===== src/rtl/hive_reg_xsr.sv =====
// hive_reg_xsr: per-thread periodic service-request generator on the register bus
module hive_reg_xsr #(
  parameter int THREADS     = 8,
  parameter int ALU_W       = 32,
  parameter int RBUS_ADDR_W = 8,
  parameter int BASE_ADDR   = 'h40,
  parameter int PER_W       = 16
) (
  input  logic                   clk_i,
  input  logic                   rst_i,
  input  logic [RBUS_ADDR_W-1:0] rbus_addr_i,
  input  logic                   rbus_wr_i,
  input  logic                   rbus_rd_i,
  input  logic [ALU_W-1:0]       rbus_wr_data_i,
  output logic [ALU_W-1:0]       rbus_rd_data_o,
  input  logic                   tick_i,
  output logic [THREADS-1:0]     xsr_o
);
  localparam logic [31:0] LO = 32'(BASE_ADDR);
  localparam logic [31:0] HI = 32'(BASE_ADDR + 8 + THREADS);
  logic [THREADS-1:0] en_q, en_d, pend_q, pend_d, ovr_q, ovr_d;
  logic [THREADS-1:0] ev, per_wr, en_chg, pw1c, ow1c;
  logic [PER_W-1:0] per_q [THREADS];
  logic [PER_W-1:0] per_d [THREADS];
  logic [PER_W-1:0] cnt_q [THREADS];
  logic [PER_W-1:0] cnt_d [THREADS];
  logic [ALU_W-1:0] rd_q, rd_d;
  logic [31:0] addr, off;
  logic hit, wr, rd;
  logic [THREADS-1:0] wbits;
  logic [PER_W-1:0] wper;
  logic unused_wdata;
  assign unused_wdata = ^rbus_wr_data_i;
  // address decode and read mux; reads see pre-write register values
  always_comb begin
    addr = 32'(rbus_addr_i);
    off = addr - LO;
    hit = addr >= LO && addr < HI;
    wr = rbus_wr_i & hit;
    rd = rbus_rd_i & hit;
    wbits = rbus_wr_data_i[THREADS-1:0];
    wper = rbus_wr_data_i[PER_W-1:0];
    rd_d = !rd ? '0 : off == 32'd0 ? ALU_W'(en_q) : off == 32'd1 ? ALU_W'(pend_q) :
           off == 32'd2 ? ALU_W'(ovr_q) : '0;
    for (int t = 0; t < THREADS; t++)
      if (rd && off == 32'(8 + t)) rd_d = ALU_W'(per_q[t]);
  end
  // per-thread counters, events, pending and overrun bookkeeping
  always_comb begin
    en_d = (wr && off == 32'd0) ? wbits : en_q;
    for (int t = 0; t < THREADS; t++) begin
      per_wr[t] = wr && off == 32'(8 + t);
      en_chg[t] = en_d[t] != en_q[t];
      pw1c[t] = wr && off == 32'd1 && wbits[t];
      ow1c[t] = wr && off == 32'd2 && wbits[t];
      ev[t] = en_q[t] & tick_i & ~per_wr[t] & ~en_chg[t] & (cnt_q[t] == '0);
      per_d[t] = per_wr[t] ? wper : per_q[t];
      cnt_d[t] = per_wr[t] ? wper : en_chg[t] ? per_q[t] :
                 (en_q[t] & tick_i) ? ((cnt_q[t] == '0) ? per_q[t] : cnt_q[t] - PER_W'(1)) : cnt_q[t];
      pend_d[t] = (en_q[t] & ~en_d[t]) ? 1'b0 : ev[t] ? 1'b1 : pw1c[t] ? 1'b0 : pend_q[t];
      ovr_d[t] = (ev[t] & pend_q[t] & ~pw1c[t]) ? 1'b1 : ow1c[t] ? 1'b0 : ovr_q[t];
    end
  end
  // state registers with synchronous reset taking priority
  always_ff @(posedge clk_i) begin
    if (rst_i) begin
      en_q <= '0;
      pend_q <= '0;
      ovr_q <= '0;
      rd_q <= '0;
      for (int t = 0; t < THREADS; t++) begin
        per_q[t] <= '0;
        cnt_q[t] <= '0;
      end
    end else begin
      en_q <= en_d;
      pend_q <= pend_d;
      ovr_q <= ovr_d;
      rd_q <= rd_d;
      for (int t = 0; t < THREADS; t++) begin
        per_q[t] <= per_d[t];
        cnt_q[t] <= cnt_d[t];
      end
    end
  end
  assign rbus_rd_data_o = rd_q;
  assign xsr_o = pend_q & en_q;
endmodule


===== config.mk =====
export PLATFORM = sky130hd
export DESIGN_NAME = hive_reg_xsr
export DESIGN_NICKNAME = d
export VERILOG_FILES = /design/src/rtl/hive_reg_xsr.sv
export SDC_FILE = /design/constraint.sdc
export NUM_CORES = 1
export LEC_CHECK = 0
export ABC_AREA = 1
export BUFFER_PORTS_ARGS = -buffer_cell sky130_fd_sc_hd__buf_2
export CORE_ASPECT_RATIO = 0.75
export CORE_MARGIN = 5
export CORE_UTILIZATION = 30
export CTS_CLUSTER_DIAMETER = 80
export DETAILED_ROUTE_END_ITERATION = 16
export GPL_TIMING_DRIVEN = 0
export PLACE_DENSITY = 0.43
export SKIP_LAST_GASP = 1
export SYNTH_ARGS = -nofsm -noshare
export SYNTH_HDL_FRONTEND = slang
export SYNTH_SLANG_ARGS = --single-unit

===== constraint.sdc =====
create_clock -name clk_i -period 4.4 [get_ports clk_i]
set_input_delay 1.32 -clock clk_i [delete_from_list [all_inputs] [get_ports clk_i]]
set_output_delay 1.32 -clock clk_i [all_outputs]
set_load 0.03 [all_outputs]

==> results of run 1 <==
## synth_stat cells (all sizes together), types with 8 or more instances
master	number	share of area [%]
a21oi	222	6.8
a31oi	98	3.8
buf	75	2.7
clkbuf	62	1.4
dfxtp	296	36
ha	24	1.8
inv	246	5.7
nand2	560	13
nand3	93	3.3
nand4	39	1.6
nor2	218	5.4
nor3	33	1.2
o211ai	46	2.1
o21a	8	0.37
o21ai	275	8.4
o221ai	16	0.86
or2	14	0.54
xnor2	19	1.0
xor2	36	1.9
## sequential cells by signal, indices dropped and copies added, names as in the netlist
register        flops
cnt_q             128
per_q             128
en_q                8
ovr_q               8
pend_q              8
rbus_rd_data_o     16
## layer usage
metal | global-route usage, % | routed length, um | vias to the layer above
li1 | - | - | 8308
met1 | 37.8 | 36600 | 8279
met2 | 31.5 | 27700 | 735
met3 | 5.10 | 6610 | 82
met4 | 5.52 | 1580 | 0
met5 | 0 | 0 | -
## worst paths after layout
check / endpoint / slack [ns] / from
worst min register to register: ovr_q[1] / 0.47 / ovr_q[1]
worst min-delay path: ovr_q[1] / 0.47 / ovr_q[1]
worst max-delay path: cnt_q[1][4] / 0.20 / rbus_addr_i[7]
worst max register to register: cnt_q[1][46] / 2.09 / cnt_q[1][40]
## power breakdown
part	internal, W	switching (W)	leakage (nW)
logic	0.000181	0.000523	5.15
registers	0.00269	0.0000133	2.38
clock network	0.00192	0.00128	0.627
## cells by family (layout without fill, tap and decap cells)
kind of cell / Yosys count / in the layout / share of synthesized area, %
adders and majority gates: 24 / 24 / 1.84
and+or+nand+nor: 969 / 969 / 25.5
other: 1 / 16 / 0.0230
buffers and inverters: 385 / 493 / 9.85
DFF: 296 / 296 / 36.3
AOI/OAI and AO/OA: 689 / 689 / 23.5
xor gates and xnor gates: 55 / 55 / 2.95
## metrics by stage
stage | instance area [um^2] | hold slack, ns | std cells
2_1_floorplan | 16400 | 0.444 | 2434
3_3_place_gp | 17500 | 0.456 | 3197
3_5_place_dp | 17500 | 0.466 | 3197
4_1_cts | 18700 | 0.473 | 3264
5_1_grt | 18800 | 0.498 | 3264
6_report | 18800 | 0.472 | 3264
## cell type report
class	count	area share, %
clock buffers	56	6.13
flip-flops and latches	296	31.6
multi-input cells	1753	47.2
inverters	248	4.96
repair buffers	41	1.09
plain buffers	137	3.61
clock inverters	11	0.614
well taps	722	4.82
## worst max-delay path, stage by stage
cell	delay [ns]
buf_2	0.10
inv_1	0.08
nand2_2	0.09
nor2_8	0.25
nand2_1	0.17
buf_2	0.23
inv_2	0.15
nand2_2	0.15
buf_2	0.26
a21oi_1	0.28
ha_1	0.36
nand2_2	0.24
inv_1	0.22
o21ai_0	0.46
a21oi_1	0.08
a21o_1	0.18
inv_1	0.04
## what timing repair did
item,in CTS,in global routing
hold endpoints to repair,0,0
resized for setup,0,2
endpoints found under the setup margin,0,11
buffers inserted,0,0
==> summary.md, run 1 <==
| Metric | Value |
|---|---|
| Die width | 279 um |
| Arr. time, crit path | 4.69 ns |
| Sequential Area | 5930 um^2 |
| Clock sinks | 296 |
| Root Buffer | clkbuf_16 |
| Post-Place Setup Slack | -0.366 ns |
| Initial core utilization | 30.1% |
| Status | finished clean |
| Period utilisation layout | 95.4% |
| Overall Power | 0.00661 W |
| Clk slew on worst S/H paths | 0.06 ns |
| CTS H-tree lvls | 2 |
| Max-slew violation count | 0 |
| Vias/cell | 5.33 |
| Final Wtd Congestion | 0.954 |
| Clock latency on the worst-skew pair | 0.54 ns |
| Grt total ovfl | 0 |
| Antenna Diode Count | 0 |
| Syn Area/Cell | 6.75 um^2 |
| Final Util | 34.6% |
| Vias after detailed routing | 17400 |
| DRC | 0 |
| Yosys warning count | 0 |
| Min-Delay Path Class | reg2reg |
| Drt first pass iters | 5 |
| Iter 0 DRT Violations | 2293 |
| Die height | 212 um |
| Kind of critical path | in2reg |
| Clk_skew | 0.0271 ns |
| Hold_buf cts | 0 |
| Worst vdd ir | 0.215 mV |
| CTS tree | built |
| Fillcell total | 5946 |
| Sequential share of the synthesized area | 36.3% |
| PortBufs | 41 |
| Final setup vio count | 0 |
| Post-synth cell types | 52 |
| Seq cells post-synth | 296 |
| Initial antenna violation count | 2 |
| Worst-Margin Slew | 1.40 ns |
| Synthesis-to-layout area growth | 14.9% |
| Most used DFF post-synth | dfxtp_1 |
| Mapped Cells | 2419 |
| Post-synth ARST share | 0% |
| Slew HR | 6.70% |
| Mapped Area | 16300 um^2 |
| Vias in the first global route | 15800 |
| Most frequent cells in the layout | 551 x nand2_1, 296 x dfxtp_1, 268 x o21ai_0 |
| Post-detailed-route wirelength per cell | 22.2 um |
| Post-synth EDFFs | 0 |
| P per Cell Area | 353 nW/um^2 |
| Most common cell after layout, fill and taps aside | nand2_1 |
| Largest net degree at the start of global routing | 13 |
| Final hold vios | 0 |
| RSZ-0062 raised after global routing | no |
| Global-route usage over all layers | 23.6% |
| CP endpoint kind | register |
| Final worst slack | 0.201 ns |
| Total CTS buffers | 37 |
| Combined area of the multi-input logic cells | 8840 um^2 |
| Final HPWL DP | 54100 um |
| Fraction of final layout cells with drive strength greater than 1 | 9.68% |
| Crit path max fanout | 10 |
| Antenna viol nets, final | 0 |
| Worst Hold Depth | 2 |
| Number of placement rows | 74 |
| Core area | 54200 um^2 |
| Setup TNS | 0 ns |
| # nets final | 2583 |
| FF-to-FF path depth | 8 |
| DRT Wirelength | 72500 um |
| First-pass GRT wire length | 105000 um |
| CTS Buffer Depth | 3 |
| Max-cap viol count | 0 |
| Leak Pwr | 8.16 nW |
| Crit path time final | 4.20 ns |
| Worst Path Required | 4.89 ns |
| Startpoint types | primary input |
| FMAX | 0.238 GHz |
| Total die area | 59200 um^2 |
| Number of I/O pins | 85 |
Power figures use the tool's default switching activity.
==> inputs of run 2 (changes only) <==
--- a/config.mk
+++ b/config.mk
@@ -6,14 +6,15 @@
 export NUM_CORES = 1
 export LEC_CHECK = 0
 export ABC_AREA = 1
-export BUFFER_PORTS_ARGS = -buffer_cell sky130_fd_sc_hd__buf_2
 export CORE_ASPECT_RATIO = 0.75
 export CORE_MARGIN = 5
 export CORE_UTILIZATION = 30
-export CTS_CLUSTER_DIAMETER = 80
+export CTS_CLUSTER_DIAMETER = 100
 export DETAILED_ROUTE_END_ITERATION = 16
+export DONT_BUFFER_PORTS = 1
+export GPL_ROUTABILITY_DRIVEN = 0
 export GPL_TIMING_DRIVEN = 0
-export PLACE_DENSITY = 0.43
+export PLACE_DENSITY = 0.42
 export SKIP_LAST_GASP = 1
 export SYNTH_ARGS = -nofsm -noshare
 export SYNTH_HDL_FRONTEND = slang
==> run 2 against run 1 <==
Via count shrank 1.0%; maximum frequency grew 0.34%; utilization shrank 0.44 points; count of clock-buffer cells in the layout shrank 1; flip-flop and latch count is the same; critical endpoint is now cnt_q[1][10]; global-route usage grew 0.38 points; sequential power is essentially flat; non-clock buffer count shrank 41; die area is the same; combinational power shrank 1%; register-to-register slack lost 0.13 ns.
==> summary.md, run 2 (synthesized netlist as in run 1, its figures left out) <==
| Metric | Value |
|---|---|
| CTS H-tree lvls | 2 (unchanged) |
| Grt total ovfl | 0 (unchanged) |
| CP endpoint kind | register |
| PortBufs | 0 (-100%) |
| PostCTS Resize Cnt | 0 (unchanged) |
| Period utilisation layout | 95.1% (-0.32 points) |
| Max-cap viol count | 0 (unchanged) |
| Status | finished clean |
| DRC | 0 (unchanged) |
| Most frequent cells in the layout | 551 x nand2_1, 296 x dfxtp_1, 269 x o21ai_0 |
| Most common cell after layout, fill and taps aside | nand2_1 |
| Kind of critical path | in2reg |
| Design area | 18500 um^2 (-1.3%) |
| Post-detailed-route wirelength per cell | 23.0 um (+3.3%) |
| Fraction of final layout cells with drive strength greater than 1 | 8.04% (-1.6 points) |
| Startpoint types | primary input |
| CTS tree | built |
| Overall Power | 0.00658 W (-0.54%) |
| Largest net degree at the start of global routing | 12 (-1) |
| Vias in the first global route | 15500 (-2.1%) |
| Total die area | 59200 um^2 (unchanged) |
| Die height | 212 um (unchanged) |
| Sequential Area | 5930 um^2 (unchanged) |
| Clk slew on worst S/H paths | 0.06 ns (about the same) |
| Crit path max fanout | 10 (unchanged) |
| Slew HR | 5.64% (-1.1 points) |
| WHS | 0.475 ns (+0.00272 ns) |
| Leak Pwr | 7.94 nW (-2.7%) |
| Max-slew violation count | 0 (unchanged) |
| Number of placement rows | 74 (unchanged) |
| Final Util | 34.2% (-0.44 points) |
| Drt first pass iters | 6 (+1) |
| Vias/cell | 5.35 (+0.32%) |
| Worst Path Required | 4.88 ns (about the same) |
| RSZ-0062 raised after global routing | no |
| Final HPWL DP | 54700 um (+1.1%) |
| Arr. time, crit path | 4.66 ns (-0.03 ns) |
| CTS Buffer Depth | 3 (unchanged) |
| Hold_buf cts | 0 (unchanged) |
| Final setup vio count | 0 (unchanged) |
| Global-route usage over all layers | 24.0% (+0.38 points) |
| Synthesis-to-layout area growth | 13.4% |
| Total CTS buffers | 37 (unchanged) |
| Min-Delay Path Class | reg2reg |
| Final hold vios | 0 (unchanged) |
| Crit path time final | 4.18 ns (-0.0143 ns) |
| Placed Instance Area | 17300 um^2 (-1.2%) |
| Worst vdd ir | 0.216 mV (+0.64%) |
| DRT Wirelength | 74000 um (+2.0%) |
| Fillcell total | 5940 (-0.10%) |
| Cells after DPL | 3156 (-1.3%) |
| Iter 0 DRT Violations | 2077 (-9.4%) |
| First-pass GRT wire length | 106000 um (+1.0%) |
| Cell Count, Final, Fillers Out | 3221 (-1.3%) |
| Combined area of the multi-input logic cells | 8840 um^2 (about the same) |
| Die width | 279 um (unchanged) |
| Initial antenna violation count | 4 (+2) |
| Antenna Diode Count | 0 (unchanged) |
| FMAX | 0.239 GHz (+0.34%) |
| Initial core utilization | 30.1% (unchanged) |
| Vias after detailed routing | 17200 (-1.0%) |
| # nets final | 2542 (-1.6%) |
| Worst-Margin Slew | 1.42 ns (+0.0160 ns) |
| Number of I/O pins | 85 (unchanged) |
| Antenna viol nets, final | 0 (unchanged) |
| Core area | 54200 um^2 (unchanged) |
| P per Cell Area | 355 nW/um^2 (+0.75%) |
| Clk_skew | 0.0230 ns (-0.00410 ns) |
| Root Buffer | clkbuf_16 |
| Clock latency on the worst-skew pair | 0.56 ns (+0.02 ns) |
| Postcts setup bufs | 0 (unchanged) |
| Clock sinks | 296 (unchanged) |
## run 2: cell count changes in the layout (fill, tap and decap cells not counted), sizes merged
cell    previous run  this run
buf              116        75
clkinv             9         8
clkbuf           118       117
## run 2: final timing paths
path	startpoint	endpoint	slack, ns	cells past startpoint
min reg2reg	ovr_q[0]	ovr_q[0]	0.47	2
max reg2reg	cnt_q[0][32]	cnt_q[0][47]	1.96	11
max	rbus_addr_i[7]	cnt_q[1][10]	0.22	15
min	ovr_q[0]	ovr_q[0]	0.47	2
## run 2: area by class of cell
| type | instances | area share (%) |
|---|---|---|
| Buffer | 137 | 3.66 |
| Multi-Input combinational cell | 1753 | 47.8 |
| Sequential cell | 296 | 32.0 |
| Inverter | 248 | 5.03 |
| Tap cell | 722 | 4.88 |
| Clock inverter | 10 | 0.575 |
| Clock buffer | 55 | 6.08 |
## run 2: stage by stage
| step | worst slack [ns] | setup TNS, ns |
|---|---|---|
| final | 0.215 | 0 |
| after global routing | 0.105 | 0 |
| after CTS | 0.374 | 0 |
| after detailed placement | -0.198 | -3.76 |
| after global placement | -0.249 | -4.30 |
| after floorplan | 0.829 | 0 |
## run 2: metal layers
layer | vias up | track usage, % | part of all wire (%)
li1 | 8225 | - | -
met4 | 0 | 4.04 | 1.4
met3 | 69 | 3.69 | 7.9
met2 | 681 | 33.5 | 40
met5 | - | 0 | 0
met1 | 8255 | 38.8 | 51
## run 2: report_power, final
part	total, W	switching [W]	internal [W]
Combinational	0.000694	0.000518	0.000175
Clock	0.00318	0.00129	0.00189
Sequential	0.00271	0.0000141	0.00269
Total	0.00658	0.00182	0.00476
## run 2: critical path, cell delays in order
cell      delay, ns
inv_1          0.07
nand2_2        0.09
nor2_8         0.22
nand2_1        0.15
buf_2          0.23
inv_2          0.15
nand2_2        0.16
buf_2          0.26
a21oi_1        0.27
ha_1           0.37
nand2_2        0.26
inv_1          0.24
o21ai_0        0.53
o221ai_1       0.21
inv_1          0.10
